File: config.mk
export PLATFORM = sky130hd
export DESIGN_NAME = cacheline_adaptor
export DESIGN_NICKNAME = d
export VERILOG_FILES = /design/src/rtl/cache_types_pkg.sv /design/src/rtl/cacheline_adaptor.sv
export SDC_FILE = /design/constraint.sdc
export NUM_CORES = 1
export LEC_CHECK = 0
export ABC_AREA = 1
export CORE_AREA = 2 2 276 278
export CTS_CLUSTER_DIAMETER = 30
export DETAILED_ROUTE_END_ITERATION = 6
export DIE_AREA = 0 0 278 280
export GPL_ROUTABILITY_DRIVEN = 0
export PLACE_DENSITY = 0.66
export SLEW_MARGIN = 20
export SYNTH_ARGS = -nofsm -noshare
export SYNTH_HDL_FRONTEND = slang
export SYNTH_SLANG_ARGS = --single-unit
File: constraint.sdc
create_clock -name clk -period 2.7 [get_ports clk]
set_clock_uncertainty 0.15 [all_clocks]
set_input_delay 0.405 -clock clk [delete_from_list [all_inputs] [get_ports clk]]
set_output_delay 0.405 -clock clk [all_outputs]
set_load 0.02 [all_outputs]
File: src/rtl/cache_types_pkg.sv
// Shared types for the L2-to-burst-memory cache line adaptor: FSM states,
// beat count and line/beat widths.
package cache_types;

    localparam int LINE_W = 256;
    localparam int BEAT_W = 64;
    localparam int BEATS  = LINE_W / BEAT_W;

    // Byte-offset bits dropped from the line address on the burst side.
    localparam int OFFSET_W = $clog2(LINE_W / 8);

    typedef enum logic [1:0] {
        IDLE  = 2'd0,
        READ  = 2'd1,
        WRITE = 2'd2,
        DONE  = 2'd3
    } state_t;

endpackage

File: src/rtl/cacheline_adaptor.sv
// Converts whole-line L2 read/write requests into BEATS-beat bursts on the
// memory side, assembling read beats into a line and splitting write lines.
module cacheline_adaptor
    import cache_types::*;
#(
    parameter int BEATS = cache_types::BEATS
) (
    input  logic                       clk,
    input  logic                       rst,

    // L2 side: request held until resp_o; resp_o pulses one cycle per line.
    input  logic [LINE_W-1:0]          line_i,
    output logic [LINE_W-1:0]          line_o,
    input  logic [31:0]                address_i,
    input  logic                       read_i,
    input  logic                       write_i,
    output logic                       resp_o,

    // Memory side: read_o/write_o held for the whole burst; each resp_i
    // cycle transfers exactly one beat (burst_i captured / burst_o consumed).
    input  logic [BEAT_W-1:0]          burst_i,
    output logic [BEAT_W-1:0]          burst_o,
    output logic [31:0]                address_o,
    output logic                       read_o,
    output logic                       write_o,
    input  logic                       resp_i,

    output state_t                     dbg_state,
    output logic [$clog2(BEATS)-1:0]   dbg_cnt
);

    localparam int CW = $clog2(BEATS);

    state_t                         state_q, state_d;
    logic [CW-1:0]                  cnt_q, cnt_d;
    logic [BEATS-1:0][BEAT_W-1:0]   buf_q, buf_d;
    logic [LINE_W-1:0]              line_q, line_d;
    logic [31:0]                    addr_q, addr_d;
    logic                           last_beat;

    assign last_beat = (cnt_q == CW'(BEATS - 1));

    always_ff @(posedge clk) begin
        if (rst) begin
            state_q <= IDLE;
            cnt_q   <= '0;
            buf_q   <= '0;
            line_q  <= '0;
            addr_q  <= '0;
        end else begin
            state_q <= state_d;
            cnt_q   <= cnt_d;
            buf_q   <= buf_d;
            line_q  <= line_d;
            addr_q  <= addr_d;
        end
    end

    always_comb begin
        state_d = state_q;
        cnt_d   = cnt_q;
        buf_d   = buf_q;
        line_d  = line_q;
        addr_d  = addr_q;

        case (state_q)
            IDLE: begin
                // Read has priority when both requests arrive together.
                if (read_i) begin
                    addr_d  = address_i;
                    state_d = READ;
                end else if (write_i) begin
                    addr_d  = address_i;
                    buf_d   = line_i;
                    state_d = WRITE;
                end
            end

            READ: begin
                if (resp_i) begin
                    buf_d[cnt_q] = burst_i;
                    if (last_beat) begin
                        // line_o only ever changes to a fully assembled line.
                        line_d  = buf_d;
                        cnt_d   = '0;
                        state_d = DONE;
                    end else begin
                        cnt_d = cnt_q + CW'(1);
                    end
                end
            end

            WRITE: begin
                if (resp_i) begin
                    if (last_beat) begin
                        cnt_d   = '0;
                        state_d = DONE;
                    end else begin
                        cnt_d = cnt_q + CW'(1);
                    end
                end
            end

            DONE: begin
                state_d = IDLE;
            end

            default: begin
                state_d = IDLE;
            end
        endcase
    end

    // Strobes are decoded straight from the state register, so they are glitch-free
    // and fall in the cycle after the final beat.
    assign read_o    = (state_q == READ);
    assign write_o   = (state_q == WRITE);
    assign resp_o    = (state_q == DONE);
    assign burst_o   = write_o ? buf_q[cnt_q] : '0;
    assign address_o = {addr_q[31:OFFSET_W], {OFFSET_W{1'b0}}};
    assign line_o    = line_q;

    assign dbg_state = state_q;
    assign dbg_cnt   = cnt_q;

    a_rw_exclusive : assert property (@(posedge clk) disable iff (rst) !(read_o && write_o));
    a_resp_single  : assert property (@(posedge clk) disable iff (rst) resp_o |=> !resp_o);

endmodule

==> impl_metrics.py, run 1 <==
metrics = {
    "floorplan": {
        "dieArea_um2": 77800,
        "die_height_um": 280,
        "coreArea_um2": 75200,
        "num_rows": 101,
        "pin_count": 716,
        "start_util_pct": 38.9,
        "die_w_um": 278,
    },
    "global_routing": {
        "grtUsageTotal_pct": 29.5,
        "grt_pass1_vias": 30800,
        "antenna_found_initial": 7,
        "grt_max_degree": 98,
        "grt_pass1_wl_um": 180000,
        "gr-total-overflow": 0,
    },
    "synthesis": {
        "synth_top_family_by_area": "simple AND/OR/NAND/NOR gates",
        "ys_seq_elements": 543,
        "synthCells": 4965,
        "syn-cell-area_um2": 29300,
        "synth_adder_area_share_pct": 0.428,
        "synth_xor_area_share_pct": 0,
        "synth_area_per_cell_um2": 5.89,
        "synth_edf_count": 0,
        "synth_flop_cell": "dfxtp_1",
        "synth_cell_types": 19,
        "synth_mux_area_share_pct": 0,
        "synth_compound_area_share_pct": 14.8,
        "yosys.area_share.simple_pct": 35.4,
        "synth-warning-count": 0,
        "async_flop_share_pct": 0,
        "ys_seq_area_share_pct": 37.2,
    },
    "drt": {
        "wl_per_cell_um": 18.0,
        "ant_nets": 0,
        "dr.pass1.iters": 6,
        "drc": 0,
        "vias_per_cell": 4.99,
        "drt_iter0_markers": 3158,
        "vias": 33200,
        "routed_wl_um": 120000,
    },
    "layout": {
        "nFillCells": 7210,
        "design_area_um2": 42700,
        "synthToLayoutAreaGrowth_pct": 45.8,
        "layout-drive-gt1-share_pct": 8.16,
        "nNetsFinal": 5927,
    },
    "worst_setup_path": {
        "r2r-end": "addr_q[20]",
        "cp-end-kind": "primary output",
        "startpoint_type": "register",
        "cp-startpoint": "dbg_cnt[0]",
        "crit_top_cell": "a21oi_1",
        "critical-path-slowest-cell": "dfxtp_4",
        "slowest_delay_ns": 0.44,
        "reg2reg_setup_slack_ns": 0.25,
        "crit_path_end": "burst_o[21]",
        "arrival_ns": 2.11,
        "cp.required_ns": 2.14,
        "r2r_cells": 7,
        "cp_max_fo": 20,
        "critPathKind": "register to primary output",
        "r2r-start": "dbg_state[1]",
        "crit_chain": "inv_12, buf_12, a21oi_1, o21ai_0, a21oi_1, buf_2",
    },
    "job": {
        "drv_cap": 0,
    },
    "power": {
        "peakVddDrop_uv": 712,
        "p_per_area_nw_per_um2": 1090,
        "total_power_mw": 46.5,
        "p_leak_nw": 18.7,
    },
    "timing": {
        "worst_slew_pin_slew_ns": 0.801,
        "fin_ws_ns": 0.0394,
        "clock.fmax_ghz": 0.376,
        "whs_ns": 0.177,
        "period_share_pct": 98.5,
        "rsz0062_at_grt": "true",
        "setup_viol": 0,
        "maxSlewHeadroom_pct": 46.3,
        "slew_violations": 0,
        "hold_viol": 0,
        "fin_crit_ns": 2.66,
    },
    "placement": {
        "pre_cts_slack_ns": 0.0425,
        "dp_hpwl_um": 79400,
        "place_area_um2": 37600,
        "io_buffers": 705,
    },
    "clocking": {
        "clock_latency_ns": 0.71,
        "cts.sinks": 543,
        "htree_levels": 4,
        "clk_pin_slew_ns": 0.04,
        "cts_root_buffer": "clkbuf_16",
        "cts_tree": "yes",
        "clockBufferDepth": 3,
        "numCtsBuffers": 143,
    },
    "status": {
        "status": "finished clean",
    },
    "hold_path": {
        "hold_class": "input pin to register",
    },
}
==> cell usage after synthesis, types with 13 or more instances <==
| cell | number | share of area (%) |
|---|---|---|
| a21oi_1 | 194 | 3.3 |
| and2_1 | 51 | 1.1 |
| buf_1 | 27 | 0.35 |
| buf_2 | 98 | 1.7 |
| clkbuf_1 | 235 | 3.0 |
| dfxtp_1 | 543 | 37 |
| inv_1 | 535 | 6.9 |
| nand2_1 | 1295 | 17 |
| nand3_1 | 256 | 4.4 |
| nor2_1 | 1034 | 13 |
| o21ai_0 | 659 | 11 |
| o21ai_1 | 13 | 0.22 |
==> cell usage in the layout, fill, tap and decap left out, types with 3 or more instances in the layout <==
cell             netlist  final
conb_1                 1      5
nor2_1              1034   1033
a21oi_1              194    166
clkinv_2               0     31
clkdlybuf4s50_1        0    639
bufinv_16              0     16
clkinvlp_4             0     10
clkbuf_1             235     15
clkinv_8               0      3
and2_1                51     51
buf_4                  7     76
buf_2                 98     32
o21ai_0              659    640
nand3_1              256    256
clkbuf_8               0     31
ha_1                  10      5
buf_12                 0     56
inv_1                535    531
clkbuf_16              0    148
ha_4                   0      4
buf_6                  2      5
o21ai_1               13     32
dfxtp_1              543    541
nand2_1             1295   1293
a21oi_2                0     27
diode_2                0      5
==> how the worst min path moves through the flow <==
stage	slack (ns)	end	start	cells after the start
finish	0.18	addr_q[17]	address_i[17]	3
global route	0.18	addr_q[17]	address_i[17]	3
CTS	0.13	addr_q[17]	address_i[17]	3
detailed placement	0.33	addr_q[20]	addr_q[20]	2
global placement	0.32	addr_q[20]	addr_q[20]	2
floorplan	0.35	buf_q[0]	buf_q[0]	4
==> critical path: cells and delay by family (launching register included) <==
kind	cells	cell delay (ns)
DFF	1	0.44
buffers and inverters	3	0.48
AOI/OAI and AO/OA	3	0.48
==> per-stage QoR <==
| step | cells | TNS, ns | util, % |
|---|---|---|---|
| after global routing | 6656 | -0.145 | 56.7 |
| after floorplan | 4969 | 0 | - |
| after detailed placement | 6386 | 0 | 50.0 |
| after CTS | 6646 | -0.410 | 56.5 |
| after global placement | 6386 | 0 | 50.0 |
| final | 6656 | 0 | 56.7 |
==> flip-flops by register name, indices dropped and copies added (netlist names) <==
register   cells
dbg_cnt        2
dbg_state      2
buf_q        256
addr_q        27
line_o       256
==> cells by family after synthesis <==
family / count (synthesis)
AND/OR/NAND/NOR: 2637
buffers and inverters: 908
AO/OA/AOI/OAI: 866
flip-flops: 543
adder cells (fa/ha/maj): 10
other: 1
==> routing by layer <==
metal  GRT usage, %  wire, µm  vias up
li1               -         -    16500
met1           37.1     50100    14900
met2           47.3     54700     1468
met3           6.69      9330      285
met4           15.1      5700        2
met5              0        13        -
==> what timing repair did <==
action / 4_1_cts / 5_1_grt
pin swaps: 11 / 21
gates cloned: 1 / 2
hold buffers: 1 / 0
gates resized for setup: 287 / 72
setup buffers: 0 / 3
endpoints found under the hold margin: 34 / 0
setup endpoints to repair: 65 / 52
==> cell type report <==
cell class              count  area, µm²  share of cell area [%]
diodes                      5       12.5                  0.0293
multi-input cells        3518      15000                    35.2
well taps                 978       1220                    2.87
repair buffers            815       8460                    19.8
clock buffers             192       4140                    9.69
inverters                 539       2060                    4.82
clock inverters            66        877                    2.06
flip-flops and latches    543      10900                    25.5
==> where the power goes <==
| group | internal [mW] | switching, mW | leakage [nW] |
|---|---|---|---|
| Combinational | 6.11 | 12.6 | 11.8 |
| Clock | 12.2 | 5.30 | 2.46 |
| Sequential | 9.45 | 0.794 | 4.43 |
| Total | 27.7 | 18.7 | 18.7 |
Note: power is estimated with default switching activity, not from simulation.
==> inputs of run 2 (changes only) <==
Settings changed: CORE_AREA 2 2 276 278 to 3 3 277 279, DIE_AREA 0 0 278 280 to 0 0 280 282, MAX_ROUTING_LAYER set to met4.
==> run 2 against run 1 <==
  * Non-clock buffer count did not move
  * Largest cell class unchanged
  * Wire length rose by 2.5%
  * Die area rose by 1.4%
  * Clock power rose by 2%
  * Sequential share of layout area fell by 0.16 points
  * Worst hold slack got worse by 0.021 ns
  * Maximum frequency fell by 0.58%
  * Register-to-register slack improved by 0.03 ns
  * Critical path type unchanged
  * Highest routed layer is now met4
  * Largest power group unchanged
==> impl_metrics.py, run 2 (synthesis gave the netlist of run 1 again) <==
metrics = {
    "clocking": {
        "cts_tree": "yes",
        "clock_latency_ns": 0.72,
        "htree_levels": 4,
        "cts_root_buffer": "clkbuf_16",
        "clk_pin_slew_ns": 0.05,
        "clockBufferDepth": 3,
        "cts.sinks": 543,
        "numCtsBuffers": 150,
    },
    "placement": {
        "io_buffers": 705,
        "dp_hpwl_um": 79500,
        "dp.cells": 6371,
    },
    "drt": {
        "vias": 33200,
        "vias_per_cell": 4.97,
        "dr.pass1.iters": 6,
        "ant_nets": 0,
        "routed_wl_um": 123000,
        "wl_per_cell_um": 18.4,
        "drc": 0,
        "drt_iter0_markers": 3105,
    },
    "layout": {
        "layout-drive-gt1-share_pct": 8.28,
        "layout_commonest_cell": "nand2_1",
        "synthToLayoutAreaGrowth_pct": 46.8,
        "nNetsFinal": 5934,
        "final_cell_count_no_fill": 6682,
        "final_cell_mix": "1,293 x nand2_1, 1,033 x nor2_1, 646 x o21ai_0",
    },
    "global_routing": {
        "grtUsageTotal_pct": 30.2,
        "grt_pass1_wl_um": 180000,
        "grt_max_degree": 229,
        "grtUsageMet2_pct": 46.2,
        "gr-total-overflow": 0,
        "met3_usage_pct": 7.12,
        "met1_usage_pct": 37.0,
        "grt_pass1_vias": 30900,
        "busiest_layer": "met2",
        "antenna_found_initial": 22,
    },
    "status": {
        "status": "finished clean",
    },
    "worst_setup_path": {
        "cp-end-kind": "primary output",
        "cp-startpoint": "dbg_cnt[0]",
        "cp.required_ns": 2.14,
        "arrival_ns": 2.12,
        "startpoint_type": "register",
        "critPathKind": "register to primary output",
        "r2r-start": "dbg_state[1]",
        "cp_max_fo": 43,
    },
    "timing": {
        "period_share_pct": 99.1,
        "tns_ns": 0,
        "setup_viol": 0,
        "clock.fmax_ghz": 0.374,
        "hold_viol": 0,
        "rsz0062_at_grt": "true",
        "fin_crit_ns": 2.68,
        "maxSlewHeadroom_pct": 39.9,
        "worst_slew_pin_slew_ns": 0.902,
        "slew_violations": 0,
    },
    "floorplan": {
        "start_util_pct": 39.3,
        "coreArea_um2": 74400,
        "pin_count": 716,
        "die_w_um": 280,
        "num_rows": 100,
        "die_height_um": 282,
        "dieArea_um2": 79000,
    },
    "hold_path": {
        "hold_class": "input pin to register",
        "worst_hold_startpoint": "address_i[29]",
    },
    "power": {
        "total_power_mw": 47.2,
        "peakVddDrop_uv": 659,
        "p_leak_nw": 18.8,
        "p_per_area_nw_per_um2": 1100,
    },
    "job": {
        "drv_cap": 0,
    },
}
[run 2: changes by cell type in the layout (fill, tap and decap cells not counted), moves of 4 or more]
cell       previous run  this run
bufinv_16            16        12
buf_2                32        23
buf_12               56        49
clkbuf_16           148       156
clkbuf_1             15        24
o21ai_1              32        25
clkinv_4              0         6
o21ai_0             640       646
buf_4                76        83
diode_2               5        22
[run 2: cell type report]
type / count / area, µm²
well taps: 969 / 1210
fillers: 7095 / 31500
multi-input cells: 3518 / 15000
diodes: 22 / 55.1
flip-flops and latches: 543 / 10900
clock inverters: 73 / 932
repair buffers: 815 / 8520
clock buffers: 203 / 4250
inverters: 539 / 2050
[run 2: path summary, 6_finish.rpt]
kind / endpoint / slack, ns / cells past startpoint
worst max-delay path: burst_o[14] / 0.02 / 7
worst min-delay path: addr_q[29] / 0.16 / 3
worst max register to register: line_o[47] / 0.28 / 7
worst min register to register: addr_q[30] / 0.32 / 2
[run 2: where the power goes]
group	internal [mW]	switching, mW	total (mW)
Clock	12.2	5.68	17.9
Combinational	6.25	12.8	19.1
Sequential	9.45	0.778	10.2
[run 2: through the flow]
| step | cell area (µm²) | worst slack (ns) | hold WS [ns] | utilization [%] |
|---|---|---|---|---|
| 2_1_floorplan | 29300 | 0.276 | 0.345 | - |
| 6_report | 42900 | 0.0240 | 0.156 | 57.7 |
| 3_3_place_gp | 37500 | 0.182 | 0.311 | 50.4 |
| 3_5_place_dp | 37500 | 0.187 | 0.321 | 50.4 |
| 4_1_cts | 42600 | -0.0929 | 0.113 | 57.2 |
| 5_1_grt | 42900 | -0.0771 | 0.148 | 57.7 |
[run 2: worst max-delay path: stages, from the launching register on]
cell     delay, ns
dfxtp_4       0.36
buf_4         0.14
buf_12        0.18
a21oi_2       0.17
o21ai_0       0.09
a21oi_1       0.17
buf_4         0.15
buf_4         0.14
[run 2: repair_timing]
item,CTS,global route
hold endpoints to repair,17,0
setup endpoints to repair,65,47
pin swaps,9,25
setup buffers,2,3
resized for setup,309,74
gates cloned,2,5
hold buffers,1,0
[run 2: routing by layer]
layer	share of wire, %	vias up
li1	-	16600
met1	41	14800
met2	45	1560
met3	8.8	309
met4	4.9	0
met5	0	-
